`src/rtl/if_stage_pkg.sv`:
```
// if_stage_pkg: cpu-wide bus widths, NOP encoding and fetch FSM encodings
package if_stage_pkg;
    localparam int WORD_ADDR_W = 30;
    localparam int WORD_DATA_W = 32;
    localparam logic [WORD_DATA_W-1:0] ISA_NOP = '0;
    localparam logic BUS_READ = 1'b1;
    typedef enum logic [1:0] {IF_IDLE, IF_REQ, IF_ACCESS} if_state_t;
endpackage

```
`src/rtl/if_stage_if.sv`:
```
// if_stage_if: fetch bus between the IF stage (master) and the bus arbiter/memory (slave)
interface if_stage_if
    import if_stage_pkg::*;
#(
    parameter int ADDR_W = WORD_ADDR_W,
    parameter int DATA_W = WORD_DATA_W
);
    logic              bus_req;
    logic              bus_grant;
    logic [ADDR_W-1:0] bus_addr;
    logic              bus_as;
    logic              bus_rw;
    logic [DATA_W-1:0] bus_rd_data;
    logic              bus_rdy;
    modport master (output bus_req, bus_addr, bus_as, bus_rw, input bus_grant, bus_rd_data, bus_rdy);
    modport slave (input bus_req, bus_addr, bus_as, bus_rw, output bus_grant, bus_rd_data, bus_rdy);
endinterface

```
`src/rtl/if_stage_reg.sv`:
```
// if_reg: IF/ID pipeline register with reset > flush > stall > abort > fetch > bubble priority
module if_reg
    import if_stage_pkg::*;
#(
    parameter int ADDR_W = WORD_ADDR_W,
    parameter int DATA_W = WORD_DATA_W,
    parameter logic [ADDR_W-1:0] RESET_VECTOR = '0
) (
    input  logic              clk,
    input  logic              reset,
    input  logic              flush,
    input  logic              stall,
    input  logic              valid,
    input  logic              tmo,
    input  logic [ADDR_W-1:0] pc,
    input  logic [DATA_W-1:0] insn,
    output logic [ADDR_W-1:0] if_pc,
    output logic [DATA_W-1:0] if_insn,
    output logic              if_en,
    output logic              if_bus_err
);
    always_ff @(posedge clk) begin
        if (reset) begin
            if_pc      <= RESET_VECTOR;
            if_insn    <= DATA_W'(ISA_NOP);
            if_en      <= 1'b0;
            if_bus_err <= 1'b0;
        end else if (flush) begin
            if_insn    <= DATA_W'(ISA_NOP);
            if_en      <= 1'b0;
            if_bus_err <= 1'b0;
        end else if (!stall) begin
            if (tmo) begin
                if_insn    <= DATA_W'(ISA_NOP);
                if_en      <= 1'b1;
                if_bus_err <= 1'b1;
            end else if (valid) begin
                if_pc      <= pc;
                if_insn    <= insn;
                if_en      <= 1'b1;
                if_bus_err <= 1'b0;
            end else begin
                if_en <= 1'b0;
            end
        end
    end
endmodule

```
`src/rtl/if_stage.sv`:
```
// if_stage: instruction fetch stage owning the PC and the fetch bus master FSM.
// Define IF_BUS_TIMEOUT_EN to enable the fetch watchdog that aborts a stuck access.
module if_stage
    import if_stage_pkg::*;
#(
    parameter int ADDR_W = WORD_ADDR_W,
    parameter int DATA_W = WORD_DATA_W,
    parameter logic [ADDR_W-1:0] RESET_VECTOR = '0,
    parameter int TIMEOUT_CYC = 255
) (
    input  logic              clk,
    input  logic              reset,
    input  logic              stall,
    input  logic              flush,
    input  logic [ADDR_W-1:0] new_pc,
    input  logic              br_taken,
    input  logic [ADDR_W-1:0] br_addr,
    output logic              busy,
    if_stage_if.master        bus,
    output logic [ADDR_W-1:0] if_pc,
    output logic [DATA_W-1:0] if_insn,
    output logic              if_en,
    output logic              if_bus_err
);
    if_state_t         state, state_n;
    logic              req_q, as_q, kill, done, fire, tmo;
    logic [ADDR_W-1:0] pc;
    // done: data is on the bus; fire: the access retires (a stall keeps it parked with as held)
    assign done = state == IF_ACCESS && as_q && bus.bus_rdy;
    assign fire = done && (flush || !stall);
    assign busy = !done;
    assign bus.bus_req  = req_q;
    assign bus.bus_as   = as_q;
    assign bus.bus_addr = pc;
    assign bus.bus_rw   = BUS_READ;
`ifdef IF_BUS_TIMEOUT_EN
    logic [7:0] cnt;
    assign tmo = state == IF_ACCESS && cnt == 8'(TIMEOUT_CYC) && !flush && !stall;
    always_ff @(posedge clk) begin
        cnt <= (reset || state != IF_ACCESS || done) ? '0 : cnt == 8'(TIMEOUT_CYC) ? cnt : cnt + 8'd1;
    end
`else
    assign tmo = 1'b0;
`endif
    always_comb begin
        state_n = tmo ? IF_IDLE :
                  state == IF_IDLE ? IF_REQ :
                  state == IF_REQ ? (bus.bus_grant ? IF_ACCESS : IF_REQ) :
                  (fire && !bus.bus_grant) ? IF_REQ : IF_ACCESS;
    end
    always_ff @(posedge clk) begin
        if (reset) begin
            state <= IF_IDLE;
            req_q <= 1'b0;
            as_q  <= 1'b0;
            kill  <= 1'b0;
            pc    <= RESET_VECTOR;
        end else begin
            state <= state_n;
            req_q <= state_n != IF_IDLE;
            as_q  <= state_n == IF_ACCESS && !fire;
            // a flush mid-access lets the bus cycle finish but throws its data away
            kill  <= (done || tmo) ? 1'b0 : (flush && state == IF_ACCESS && as_q) ? 1'b1 : kill;
            pc    <= flush ? new_pc : (fire && !kill) ? (br_taken ? br_addr : pc + ADDR_W'(1)) : pc;
        end
    end
    if_reg #(.ADDR_W(ADDR_W), .DATA_W(DATA_W), .RESET_VECTOR(RESET_VECTOR)) u_if_reg (
        .clk        (clk),
        .reset      (reset),
        .flush      (flush),
        .stall      (stall),
        .valid      (done && !kill),
        .tmo        (tmo),
        .pc         (pc),
        .insn       (bus.bus_rd_data),
        .if_pc      (if_pc),
        .if_insn    (if_insn),
        .if_en      (if_en),
        .if_bus_err (if_bus_err)
    );
endmodule
```
`src/flat_wrapper.sv`:
```
// flat-port wrapper written by rule: the top's interface ports become plain ports
module if_stage_flat import if_stage_pkg::*;
#(
    parameter int ADDR_W = WORD_ADDR_W,
    parameter int DATA_W = WORD_DATA_W,
    parameter logic [ADDR_W-1:0] RESET_VECTOR = '0,
    parameter int TIMEOUT_CYC = 255
)
  (clk, reset, stall, flush, new_pc, br_taken, br_addr, busy, if_pc, if_insn, if_en, if_bus_err, bus_bus_req, bus_bus_addr, bus_bus_as, bus_bus_rw, bus_bus_grant, bus_bus_rd_data, bus_bus_rdy);
  if_stage_if #(.ADDR_W(ADDR_W), .DATA_W(DATA_W)) bus_i ();
  input  logic clk;
  input  logic reset;
  input  logic stall;
  input  logic flush;
  input  logic [ADDR_W-1:0] new_pc;
  input  logic br_taken;
  input  logic [ADDR_W-1:0] br_addr;
  output logic busy;
  output logic [ADDR_W-1:0] if_pc;
  output logic [DATA_W-1:0] if_insn;
  output logic if_en;
  output logic if_bus_err;
  output wire logic [$bits(bus_i.bus_req)-1:0] bus_bus_req;
  output wire logic [$bits(bus_i.bus_addr)-1:0] bus_bus_addr;
  output wire logic [$bits(bus_i.bus_as)-1:0] bus_bus_as;
  output wire logic [$bits(bus_i.bus_rw)-1:0] bus_bus_rw;
  input wire logic [$bits(bus_i.bus_grant)-1:0] bus_bus_grant;
  input wire logic [$bits(bus_i.bus_rd_data)-1:0] bus_bus_rd_data;
  input wire logic [$bits(bus_i.bus_rdy)-1:0] bus_bus_rdy;
  assign bus_bus_req = bus_i.bus_req;
  assign bus_bus_addr = bus_i.bus_addr;
  assign bus_bus_as = bus_i.bus_as;
  assign bus_bus_rw = bus_i.bus_rw;
  assign bus_i.bus_grant = bus_bus_grant;
  assign bus_i.bus_rd_data = bus_bus_rd_data;
  assign bus_i.bus_rdy = bus_bus_rdy;
  if_stage #(.ADDR_W(ADDR_W), .DATA_W(DATA_W), .RESET_VECTOR(RESET_VECTOR), .TIMEOUT_CYC(TIMEOUT_CYC)) u_core (.clk(clk), .reset(reset), .stall(stall), .flush(flush), .new_pc(new_pc), .br_taken(br_taken), .br_addr(br_addr), .busy(busy), .bus(bus_i), .if_pc(if_pc), .if_insn(if_insn), .if_en(if_en), .if_bus_err(if_bus_err));
endmodule
```
`config.mk`:
```
export PLATFORM = sky130hd
export DESIGN_NAME = if_stage_flat
export DESIGN_NICKNAME = d
export VERILOG_FILES = /design/src/rtl/if_stage_pkg.sv /design/src/rtl/if_stage_if.sv /design/src/rtl/if_stage_reg.sv /design/src/rtl/if_stage.sv /design/src/flat_wrapper.sv
export SDC_FILE = /design/constraint.sdc
export NUM_CORES = 1
export LEC_CHECK = 0
export ABC_CLOCK_PERIOD_IN_PS = 1950
export CAP_MARGIN = 40
export CORE_ASPECT_RATIO = 1.4
export CORE_MARGIN = 10
export CORE_UTILIZATION = 39
export DETAILED_ROUTE_END_ITERATION = 6
export PLACE_DENSITY = 0.75
export SETUP_SLACK_MARGIN = 0.02
export SYNTH_ARGS = -nofsm -noshare
export SYNTH_HDL_FRONTEND = slang
export SYNTH_HIERARCHICAL = 1
export SYNTH_SLANG_ARGS = --single-unit
```
`constraint.sdc`:
```
create_clock -name clk -period 1.95 [get_ports clk]
set_input_delay 0.39 -clock clk [delete_from_list [all_inputs] [get_ports clk]]
set_output_delay 0.39 -clock clk [all_outputs]
set_load 0.02 [all_outputs]
```
=== Yosys cells after proc, flatten, opt, wreduce, memory -nomap -nowiden ===
Cells that the tools add are included.

* Output and inout bits: 98
* Logic and storage cells: 44
* Input bits: 99
* Register bits: 98

* $add $sub $neg: 1
* Multiplexer cells: 8
* Equality and inequality tests: 3
* Reductions and logical operators: 22
* Bitwise logic cells: 2

{| class="wikitable"
|+ Operators with widths
! operator !! number
|-
| $mux 30 || 3
|-
| $add 30x1->30 const B || 1
|-
| $logic_and 1x1->1 || 9
|-
| $mux 2 || 4
|-
| $logic_not 1->1 || 5
|-
| $eq 2x2->1 const B || 2
|-
| $reduce_bool 2->1 || 2
|-
| $reduce_or 2->1 || 2
|-
| $reduce_and 3->1 || 1
|-
| $eq 2x1->1 const B || 1
|-
| $logic_not 2->1 || 1
|-
| $not 1->1 || 2
|-
| $reduce_and 2->1 || 1
|-
| $logic_or 1x1->1 || 1
|-
| $mux 1 || 1
|}

=== Depth between registers and ports, before layout ===
Gate-level depths: netlist of run 1.

* Word-level depth: 10
* Gate-level depth with buffers: 7
* Mapped depth without buffers: 6

=== Modules after synthesis ===
The synthesis of run 1 kept the hierarchy.

{| class="wikitable"
|+ By module, submodules not included
! module !! times used !! cells each !! seq. area each (µm²) !! area each (µm²)
|-
| if_stage || 1 || 335 || 700.7 || 2,441.1
|-
| if_reg || 1 || 214 || 1,281.2 || 2,164.6
|}

=== Least setup slack after synthesis of run 1 ===
OpenSTA, ideal clock, no wires.

* Path type: register to register
* Start: register u_core.as_q, in the netlist u_core/bus.bus_as
* End: register u_core.pc[17], in the netlist u_core/bus.bus_addr[17]
* Slack: -42 ps
* Period minus slack after synthesis: 1,992 ps
* Arrival: 1,858 ps
* Required time: 1,816 ps
* Library setup time: 134 ps
* Cell stages (with the launch flop): 7
* Path through: dfxtp_1 -> nand4b_4 -> or3_1 -> buf_2 -> or4_1 -> a21oi_1 -> a211oi_1

* Cells in the longest elaborated chain, start to end: 5

{| class="wikitable"
|+ Ends and longest elaborated chain
! item !! RTL line !! RTL
|-
| start, declared || if_stage.sv:26 || <nowiki>logic req_q, as_q, kill, done, fire, tmo;</nowiki>
|-
| start signal, assigned || if_stage.sv:61 || <nowiki>as_q <= state_n == IF_ACCESS && !fire;</nowiki>
|-
| $logic_and 1x1->1 (2 in series) || if_stage.sv:29 || <nowiki>assign done = state == IF_ACCESS && as_q && bus.bus_rdy;</nowiki>
|-
| $logic_and 1x1->1 || if_stage.sv:30 || <nowiki>assign fire = done && (flush || !stall);</nowiki>
|-
| $logic_and 1x1->1 || if_stage.sv:64 || <nowiki>pc <= flush ? new_pc : (fire && !kill) ? (br_taken ? br_addr : pc + ADDR_W'(1)) : pc;</nowiki>
|-
| $reduce_bool 2->1 (no line) || - ||
|-
| end signal, assigned || if_stage.sv:64 ||
|-
| end, declared || if_stage.sv:27 || <nowiki>logic [ADDR_W-1:0] pc;</nowiki>
|}

Every way passes these cells.
A chain may end at the register's enable or synchronous reset.

=== Worst setup path in the final report of run 1 ===
* Start: register u_core.pc[9], in the netlist u_core/bus.bus_addr[9]
* End: output port bus_bus_addr[9]

{| class="wikitable"
|+ RTL lines
! item !! RTL line !! RTL
|-
| end, declared || flat_wrapper.sv:24 || <nowiki>output wire logic [$bits(bus_i.bus_addr)-1:0] bus_bus_addr;</nowiki>
|}

No word-level cell between the ends.

==> impl_metrics.yaml, run 1 <==
setup_path:
  crit_fanout: 7
  crit_chain: "buf_4, clkdlybuf4s50_1"
  arrival_ns: 1.48
  cpMaxStageDelayCell: "clkdlybuf4s50_1"
  required_ns: 1.56
  cp_num_buf_inv: 2
  slowest_delay_ns: 0.65
  cpLargestDelayFamily: "buffers and inverters"
  crit_path_start_kind: "flip-flop"
  path_class: "reg2out"
  end_kind: "primary output"
sta:
  rsz0062_at_grt: "no"
  period_share_pct: 96.10
  fmax_mhz: 533.6
  slew_violations: 0
  finalClockSkew_ns: 0.01001
  hold_viol_final: 0
  fin_ws_ns: 0.07600
  fin_crit_ns: 1.874
  setup_viol: 0
synth:
  synth_simple_gate_area_share_pct: 23.15
  syn-mean-instance-area_um2: 8.389
  syn_inst: 549
  synthMuxAreaShare_pct: 0.6520
  synth.yosys.seq_area_share_pct: 43.03
  synth-compound-area-share_pct: 25.35
  yosysWarnings: 6
  synth_edf_count: 0
  syn_area_mm2: 0.004606
  ys.flop_type: "dfxtp_1"
  ys_types: 61
  synthAdderAreaFrac_pct: 0.2717
  synth_xor_xnor_area_share_pct: 1.141
  async_reset_ff_share_pct: 0
  synth-seq-cells: 99
  synth_top_family_by_area: "compound AO/OA/AOI/OAI gates"
outcome:
  outcome: "complete, no violations"
placement:
  hpwl_um: 14140
  pre_cts_ws_ns: -0.3656
  numPortBuffers: 195
  placed_area_mm2: 0.007078
  gp_congestion: 0.8940
power_and_ir_drop:
  power.switching_w: 0.001168
  p_int_w: 0.003484
  pwr-share-comb_pct: 15.1
  p_per_area_mw_per_mm2: 626.0
  power_frac_clock_pct: 39.5
  ir_drop_v: 0.0003317
  p_sw_share_pct: 25.11
  seq_power_share_pct: 45.3
  leakage_nw: 2.807
floorplanning:
  die_y_um: 148.6
  io_pins: 197
  core_mm2: 0.01145
  dieArea_mm2: 0.01662
  rows: 46
  initial_core_util_pct: 40.21
  die_x_um: 111.8
clocking:
  holdBufCountCts: 0
  htree_levels: 3
  numCtsBuffers: 9
  cts_sinks: 99
  cts.path.max_buffers: 2
  cts_tree: "built"
  clk_pin_slew_ns: 0.07
  root_buffer: "clkbuf_16"
  insertion_delay_ns: 0.35
route:
  drt_iter0_markers: 472
  vias: 5305
  drt_pre_antenna_iters: 5
  drc: 0
  routedWlPerCell_um: 19.76
  antenna_left: 0
  drt-total-wl_um: 18400
  avgViaCountPerCell: 5.698
global_route:
  grt_pass1_vias: 5231
  grt_max_degree: 37
  grt_util_all_layers_pct: 20.90
  grt.overflow.total: 0
  grt_pass1_wl_um: 28430
  grt_antenna_before_repair: 0
layout:
  drive_gt1_share_pct: 12.96
  antenna_cells: 0
  synthToLayoutAreaGrowth_pct: 61.34
  layout.nets: 882
  fin_util_pct: 64.88
  fin_area_mm2: 0.007431
  fillers: 945
min_path:
  hp-class: "reg2reg"
flow_run:
  drv_cap: 0
[tightest hold or removal path: cells and delay by family, from the launching register on]
family | cells | cell delay [ns]
and+or+nand+nor | 1 | 0.05
AOI/OAI and AO/OA | 1 | 0.05
DFF | 1 | 0.31
[state kept, by name, indices dropped and copies added, names as in the netlist]
signal	flops
u_core/bus.bus_addr	30
u_core/bus.bus_as	1
u_core/bus.bus_req	1
u_core/kill	1
u_core/state	2
u_core/u_if_reg/if_bus_err	1
u_core/u_if_reg/if_en	1
u_core/u_if_reg/if_insn	32
u_core/u_if_reg/if_pc	30
[repair_timing]
action,CTS,global route
gates cloned,0,1
setup endpoints to repair,6,58
pin swaps,0,4
setup buffers,0,1
gates resized for setup,5,12
[worst paths after layout]
kind,from,endpoint,slack (ns),cells after the start
worst max register to register,u_core/bus.bus_addr[11],u_core/bus.bus_addr[29],0.12,5
worst max-delay path,u_core/bus.bus_addr[9],bus_bus_addr[9],0.08,2
worst min register to register,u_core/u_if_reg/if_pc[14],u_core/u_if_reg/if_pc[14],0.46,2
worst min-delay path,u_core/u_if_reg/if_pc[14],u_core/u_if_reg/if_pc[14],0.46,2
[cell usage in the layout, fill, tap and decap left out, types with 4 or more instances in the layout]
| cell | count |
|---|---|
| nand2_1 | 91 |
| dfxtp_1 | 96 |
| or3_1 | 4 |
| and3_1 | 12 |
| nand2b_1 | 5 |
| a211oi_1 | 6 |
| nor2_1 | 22 |
| o21ai_0 | 27 |
| o211ai_1 | 5 |
| nor3_1 | 16 |
| xor2_1 | 4 |
| and4_1 | 8 |
| inv_1 | 9 |
| a221oi_1 | 4 |
| o22ai_1 | 8 |
| o311ai_0 | 4 |
| o31a_1 | 7 |
| conb_1 | 6 |
| a22o_1 | 32 |
| clkdlybuf4s50_1 | 187 |
| clkbuf_16 | 9 |
| a21oi_1 | 52 |
| nand4_1 | 12 |
| buf_12 | 5 |
| nand3_1 | 16 |
| nor4_1 | 8 |
| buf_4 | 61 |
| dlygate4sd2_1 | 4 |
[power by group through the flow]
stage / Sequential, W / Clock (W) / Combinational (W)
5_1_grt: 0.00211 / 0.00197 / 0.000750
6_report: 0.00211 / 0.00184 / 0.000704
4_1_cts: 0.00211 / 0.00189 / 0.000698
2_1_floorplan: 0.00222 / 0 / 0.000196
3_3_place_gp: 0.00215 / 0 / 0.000689
3_5_place_dp: 0.00216 / 0 / 0.000696
[metrics by stage]
step	TNS, ns	total power (W)	hold slack, ns	instances
3_5_place_dp	-24.70	0.002852	0.4492	913
4_1_cts	0	0.004699	0.4591	929
5_1_grt	0	0.004835	0.4800	931
2_1_floorplan	0	0.002416	0.4838	553
3_3_place_gp	-21.31	0.002844	0.4422	913
6_report	0	0.004651	0.4557	931
[layout make-up]
cell class                      count  area, µm²  share of cell area [%]
Clock buffer                       11      242.7                   3.267
Clock inverter                      5      60.06                  0.8082
Inverter                           11      41.29                  0.5556
Multi-Input combinational cell    398       2397                   32.26
Sequential cell                    99       1986                   26.72
Tap cell                          144      180.2                   2.425
Timing Repair Buffer              263       2524                   33.96
[Yosys cell counts, types with 3 or more instances]
cell type / count / area [µm²]
o311ai_0: 4 / 35.03
nand4_1: 12 / 75.07
nor2_1: 23 / 86.33
buf_6: 7 / 78.83
o211ai_1: 5 / 37.54
nor3_1: 18 / 90.09
a21oi_1: 53 / 265.3
and3_1: 12 / 75.07
xor2_1: 4 / 35.03
a211oi_1: 6 / 45.04
o22ai_1: 8 / 50.05
nand3_1: 16 / 80.08
o31a_1: 7 / 61.31
and4_1: 8 / 70.07
mux2i_1: 3 / 30.03
dfxtp_1: 99 / 1982
nand2_1: 91 / 341.6
or3_1: 5 / 31.28
o21ai_0: 27 / 135.1
nand2b_1: 5 / 31.28
clkbuf_1: 24 / 90.09
a31oi_1: 3 / 18.77
a22o_1: 32 / 280.3
a221oi_1: 4 / 35.03
inv_1: 9 / 33.78
o221ai_1: 3 / 26.28
buf_4: 4 / 30.03
buf_2: 8 / 40.04
nor4_1: 8 / 50.05
[cell families (layout without fill, tap and decap cells)]
logic type,count (synthesis),count (layout)
other,2,6
xor gates and xnor gates,6,6
muxes,3,3
DFF,99,99
buffers and inverters,56,290
AOI/OAI and AO/OA,172,172
adders and majority gates,1,1
and+or+nand+nor,210,210
[per-layer routing]
layer | up-vias | track usage (%) | share of wire [%]
met2 | 295 | 35.19 | 48
met5 | - | 0 | 0
li1 | 2479 | - | -
met3 | 43 | 7.931 | 11
met4 | 0 | 6.250 | 2.1
met1 | 2488 | 23.93 | 39
(Power assumes the default switching activity.)
==> run 2: changes to the inputs <==
REMOVE_ABC_BUFFERS = 1   (was unset)
==> impl_metrics.yaml, run 2 (same netlist as run 1, synthesis figures left out) <==
outcome:
  outcome: "complete, no violations"
route:
  drt_iter0_markers: 380
  drt_pre_antenna_iters: 7
  avgViaCountPerCell: 5.686
  drc: 0
  vias: 5271
  drt-total-wl_um: 19210
  routedWlPerCell_um: 20.72
  antenna_left: 0
sta:
  fin_crit_ns: 1.945
  hold_viol_final: 0
  max_slew_margin_pct: 63.56
  period_share_pct: 99.74
  fin_tns_setup_ns: 0
  slew_violations: 0
  hold_ws_ns: 0.4548
  rsz0062_at_grt: "yes"
  finalClockSkew_ns: 0.01095
  setup_viol: 0
  tightest_slew_ns: 0.5446
  fmax_mhz: 514.2
setup_path:
  crit_path_start_kind: "flip-flop"
  path_class: "reg2reg"
  crit_path_frequent_cell: "buf_4"
  required_ns: 2.24
  rrSetupSlack_ns: 0.005
  crit_chain: "nand4b_4, buf_4, buf_4, nor3_4, buf_12, o21ai_1, nor4_1, o221a_2"
  cp_num_buf_inv: 3
  arrival_ns: 2.24
  end_kind: "flip-flop"
  cpMaxStageDelayCell: "nor4_1"
  crit_fanout: 7
  slowest_delay_ns: 0.36
  cpLargestDelayFamily: "simple AND/OR/NAND/NOR gates"
floorplanning:
  die_x_um: 111.8
  dieArea_mm2: 0.01662
  die_y_um: 148.6
  io_pins: 197
  initial_core_util_pct: 40.21
  core_mm2: 0.01145
  rows: 46
layout:
  top_register: "u_core/u_if_reg/if_insn"
  fin_util_pct: 64.98
  layout_common_cells: "186 x clkdlybuf4s50_1, 95 x dfxtp_1, 91 x nand2_1"
  seqCellArea_mm2: 0.001987
  largest_reg_flops: 32
  fillers: 961
  layout.nets: 878
  final_common_cell: "clkdlybuf4s50_1"
  final_cell_count_no_fill: 927
  multi_input_area_mm2: 0.002390
  drive_gt1_share_pct: 12.77
  synthToLayoutAreaGrowth_pct: 61.59
  antenna_cells: 0
power_and_ir_drop:
  ir_drop_v: 0.0004054
  leakage_nw: 2.809
  p_total_w: 0.004578
  p_per_area_mw_per_mm2: 615.1
clocking:
  htree_levels: 3
  root_buffer: "clkbuf_16"
  cts.path.max_buffers: 2
  cts_tree: "built"
  cts_sinks: 99
  numCtsBuffers: 9
  insertion_delay_ns: 0.35
  holdBufCountCts: 0
  clk_pin_slew_ns: 0.07
global_route:
  grt_pass1_wl_um: 29820
  grt.overflow.total: 0
  grt_antenna_before_repair: 0
  grt_pass1_vias: 5384
  grt_util_all_layers_pct: 21.94
  grt_max_degree: 43
placement:
  hpwl_um: 14230
  gp_congestion: 0.9514
  numPortBuffers: 195
  place_inst: 904
flow_run:
  drv_cap: 0
min_path:
  hp-class: "reg2reg"
==> run 2: worst min-delay path, cell delays in order (launching register included) <==
cell and delay (ns):
dfxtp_1 0.31, nand2_1 0.05, a21oi_1 0.05
==> run 2: what timing repair did <==
item / in CTS / in global routing
setup endpoints to repair: 3 / 89
gates cloned: 0 / 2
buffers inserted: 4 / 1
gates resized for setup: 3 / 20
pin swaps: 1 / 4
==> run 2: area by class of cell <==
type                       count  share of cell area (%)
timing repair buffer         259                   34.28
multi-input combinational    398                   32.11
tap                          144                   2.421
clock inverter                 7                  0.9079
clock buffer                   9                   3.026
inverter                      11                  0.5548
sequential                    99                   26.70
==> run 2: final timing paths <==
path,start,to,cells after the start
max reg2reg,u_core/state[0],u_core/bus.bus_addr[10],8
min,u_core/u_if_reg/if_pc[24],u_core/u_if_reg/if_pc[24],2
max,u_core/state[0],u_core/bus.bus_addr[10],8
min reg2reg,u_core/u_if_reg/if_pc[24],u_core/u_if_reg/if_pc[24],2
==> run 2: through the flow <==
stage | setup WS (ns) | instance area, µm²
2_1_floorplan | -0.5687 | 4374
3_3_place_gp | -0.3681 | 7039
3_5_place_dp | -0.3450 | 7039
4_1_cts | 0.02106 | 7360
5_1_grt | -0.006964 | 7442
6_report | 0.005043 | 7442
==> run 2: routing by layer <==
| metal | global-route usage (%) | vias to the layer above | share of wire [%] |
|---|---|---|---|
| met5 | 0 | - | 0 |
| met4 | 6.057 | 0 | 1.9 |
| met3 | 9.138 | 34 | 11 |
| met2 | 37.76 | 315 | 49 |
| met1 | 24.15 | 2444 | 38 |
| li1 | - | 2478 | - |
==> run 2: where the power goes <==
group / internal (W) / switching (W)
Clock: 0.000902 / 0.000864
Sequential: 0.00207 / 0.0000454
Combinational: 0.000374 / 0.000325
Total: 0.00334 / 0.00123
==> run 3: changes to the inputs <==
DONT_BUFFER_PORTS = 1   (was unset)
PLACE_DENSITY = unset   (was 0.75)
==> impl_metrics.yaml, run 3 (same netlist as run 1, synthesis figures left out) <==
setup_path:
  crit_path_start_kind: "flip-flop"
  arrival_ns: 2.10
  crit_fanout: 11
  reg2reg_to: "u_core/bus.bus_addr[16]"
  worstRegToRegCells: 6
  end_kind: "flip-flop"
  path_class: "reg2reg"
  required_ns: 2.20
  r2r_start: "u_core/state[0]"
  rrSetupSlack_ns: 0.1
floorplanning:
  dieArea_mm2: 0.01662
  initial_core_util_pct: 40.21
  core_mm2: 0.01145
  rows: 46
  io_pins: 197
  die_x_um: 111.8
  die_y_um: 148.6
layout:
  layout.nets: 667
  synthToLayoutAreaGrowth_pct: 15.51
  drive_gt1_share_pct: 13.64
  largest_reg_flops: 32
  layout_common_cells: "98 x dfxtp_1, 91 x nand2_1, 53 x a21oi_1"
  final_cell_count_no_fill: 717
  final_common_cell: "dfxtp_1"
  top_register: "u_core/u_if_reg/if_insn"
  fin_util_pct: 46.45
power_and_ir_drop:
  power.switching_w: 0.001011
  pwr-share-comb_pct: 7.7
  seq_power_share_pct: 48.4
  ir_drop_v: 0.0003531
  p_per_area_mw_per_mm2: 821.4
  p_int_w: 0.003360
  leakage_nw: 1.924
  p_sw_share_pct: 23.13
  power_frac_clock_pct: 43.8
sta:
  period_share_pct: 94.88
  rsz0062_at_grt: "no"
  setup_viol: 0
  hold_ws_ns: 0.1082
  finalClockSkew_ns: 0.01116
  fin_ws_ns: 0.09982
  fmax_mhz: 540.5
  slew_violations: 0
  hold_viol_final: 0
  fin_crit_ns: 1.850
placement:
  gp_congestion: 0.8883
  numPortBuffers: 0
  place_inst: 699
  hpwl_um: 12240
  pre_cts_ws_ns: 0.08271
route:
  vias: 4370
  drt_pre_antenna_iters: 5
  drt-total-wl_um: 16390
  antenna_left: 0
  routed-wl-met3_um: 2004
  routed-wl-met2_um: 8131
  wl_met1_um: 5948
  top_layer: "met4"
  drt_iter0_markers: 317
  avgViaCountPerCell: 6.095
  drc: 0
  routedWlPerCell_um: 22.86
flow_run:
  drv_cap: 0
global_route:
  grt_util_all_layers_pct: 18.61
  grt_antenna_before_repair: 1
  grt_pass1_wl_um: 24870
  grt_max_degree: 63
  grt_pass1_vias: 4349
  grt.overflow.total: 0
clocking:
  htree_levels: 3
  cts_tree: "built"
  numCtsBuffers: 9
  cts_sinks: 99
  insertion_delay_ns: 0.34
  clk_pin_slew_ns: 0.07
  cts_setup_buffers: 0
  cts.path.max_buffers: 2
  root_buffer: "clkbuf_16"
outcome:
  outcome: "complete, no violations"
min_path:
  whs_path_depth: 1
  hp-class: "in2reg"
  hold_start: "reset"
  min_delay_worst_endpoint: "u_core/u_if_reg/if_pc[20]"
run 3: cell count changes in the layout (fill, tap and decap cells not counted), moves of 3 or more:
cell             change
clkdlybuf4s50_1    -186
buf_12               -5
dlymetal6s2s_1       -5
inv_8                -3
dfxtp_1              +3
buf_2                -3
dfxtp_2              -3
buf_4                -8
run 3: how the worst max path moves through the flow:
stage / from / depth (start not counted) / end
after floorplan: u_core/bus.bus_as / 5 / u_core/u_if_reg/if_pc[0]
after global placement: u_core/bus.bus_addr[0] / 6 / u_core/bus.bus_addr[26]
after CTS: u_core/state[1] / 7 / u_core/bus.bus_addr[26]
final: u_core/state[0] / 6 / u_core/bus.bus_addr[16]
after detailed placement: u_core/state[1] / 7 / u_core/bus.bus_addr[26]
after global routing: u_core/state[0] / 7 / u_core/bus.bus_addr[26]
run 3: per-layer routing:
layer / vias to the layer above / track usage, %
met4: 0 / 5.606
met1: 2035 / 19.77
met3: 31 / 8.454
met5: - / 0
li1: 2046 / -
met2: 258 / 32.18
run 3: worst max-delay path: stages, from the launching register on:
cell and delay (ns):
dfxtp_1 0.33, nand4b_4 0.17, or3_1 0.41, buf_4 0.22
nor3_1 0.26, a2111oi_0 0.11, nor4_1 0.26
run 3: cell type report:
| type | count | area [µm²] |
|---|---|---|
| Sequential cell | 99 | 1983 |
| Clock buffer | 12 | 246.5 |
| Tap cell | 144 | 180.2 |
| Timing Repair Buffer | 48 | 397.9 |
| Multi-Input combinational cell | 398 | 2395 |
| Fill cell | 1129 | 6133 |
| Inverter | 11 | 41.29 |
| Antenna cell | 1 | 2.502 |
| Clock inverter | 4 | 73.82 |
run 3: metrics by stage:
step,power [W],setup TNS [ns],instance area (µm²)
after detailed placement,0.002498,0,4960
after floorplan,0.002366,-30.90,4374
after global placement,0.002489,0,4960
after CTS,0.004397,0,5280
final,0.004370,0,5320
after global routing,0.004538,0,5318
run 3: repair_timing:
item	in CTS	in global routing
resized for setup	0	10
hold buffers	0	0
endpoints found under the setup margin	0	40
run 3: power groups by stage:
stage / sequential, W / combinational [W] / clock [W]
finish: 0.00212 / 0.000337 / 0.00192
global route: 0.00212 / 0.000369 / 0.00205
CTS: 0.00212 / 0.000337 / 0.00194
detailed placement: 0.00216 / 0.000336 / 0
global placement: 0.00216 / 0.000328 / 0
floorplan: 0.00222 / 0.000146 / 0
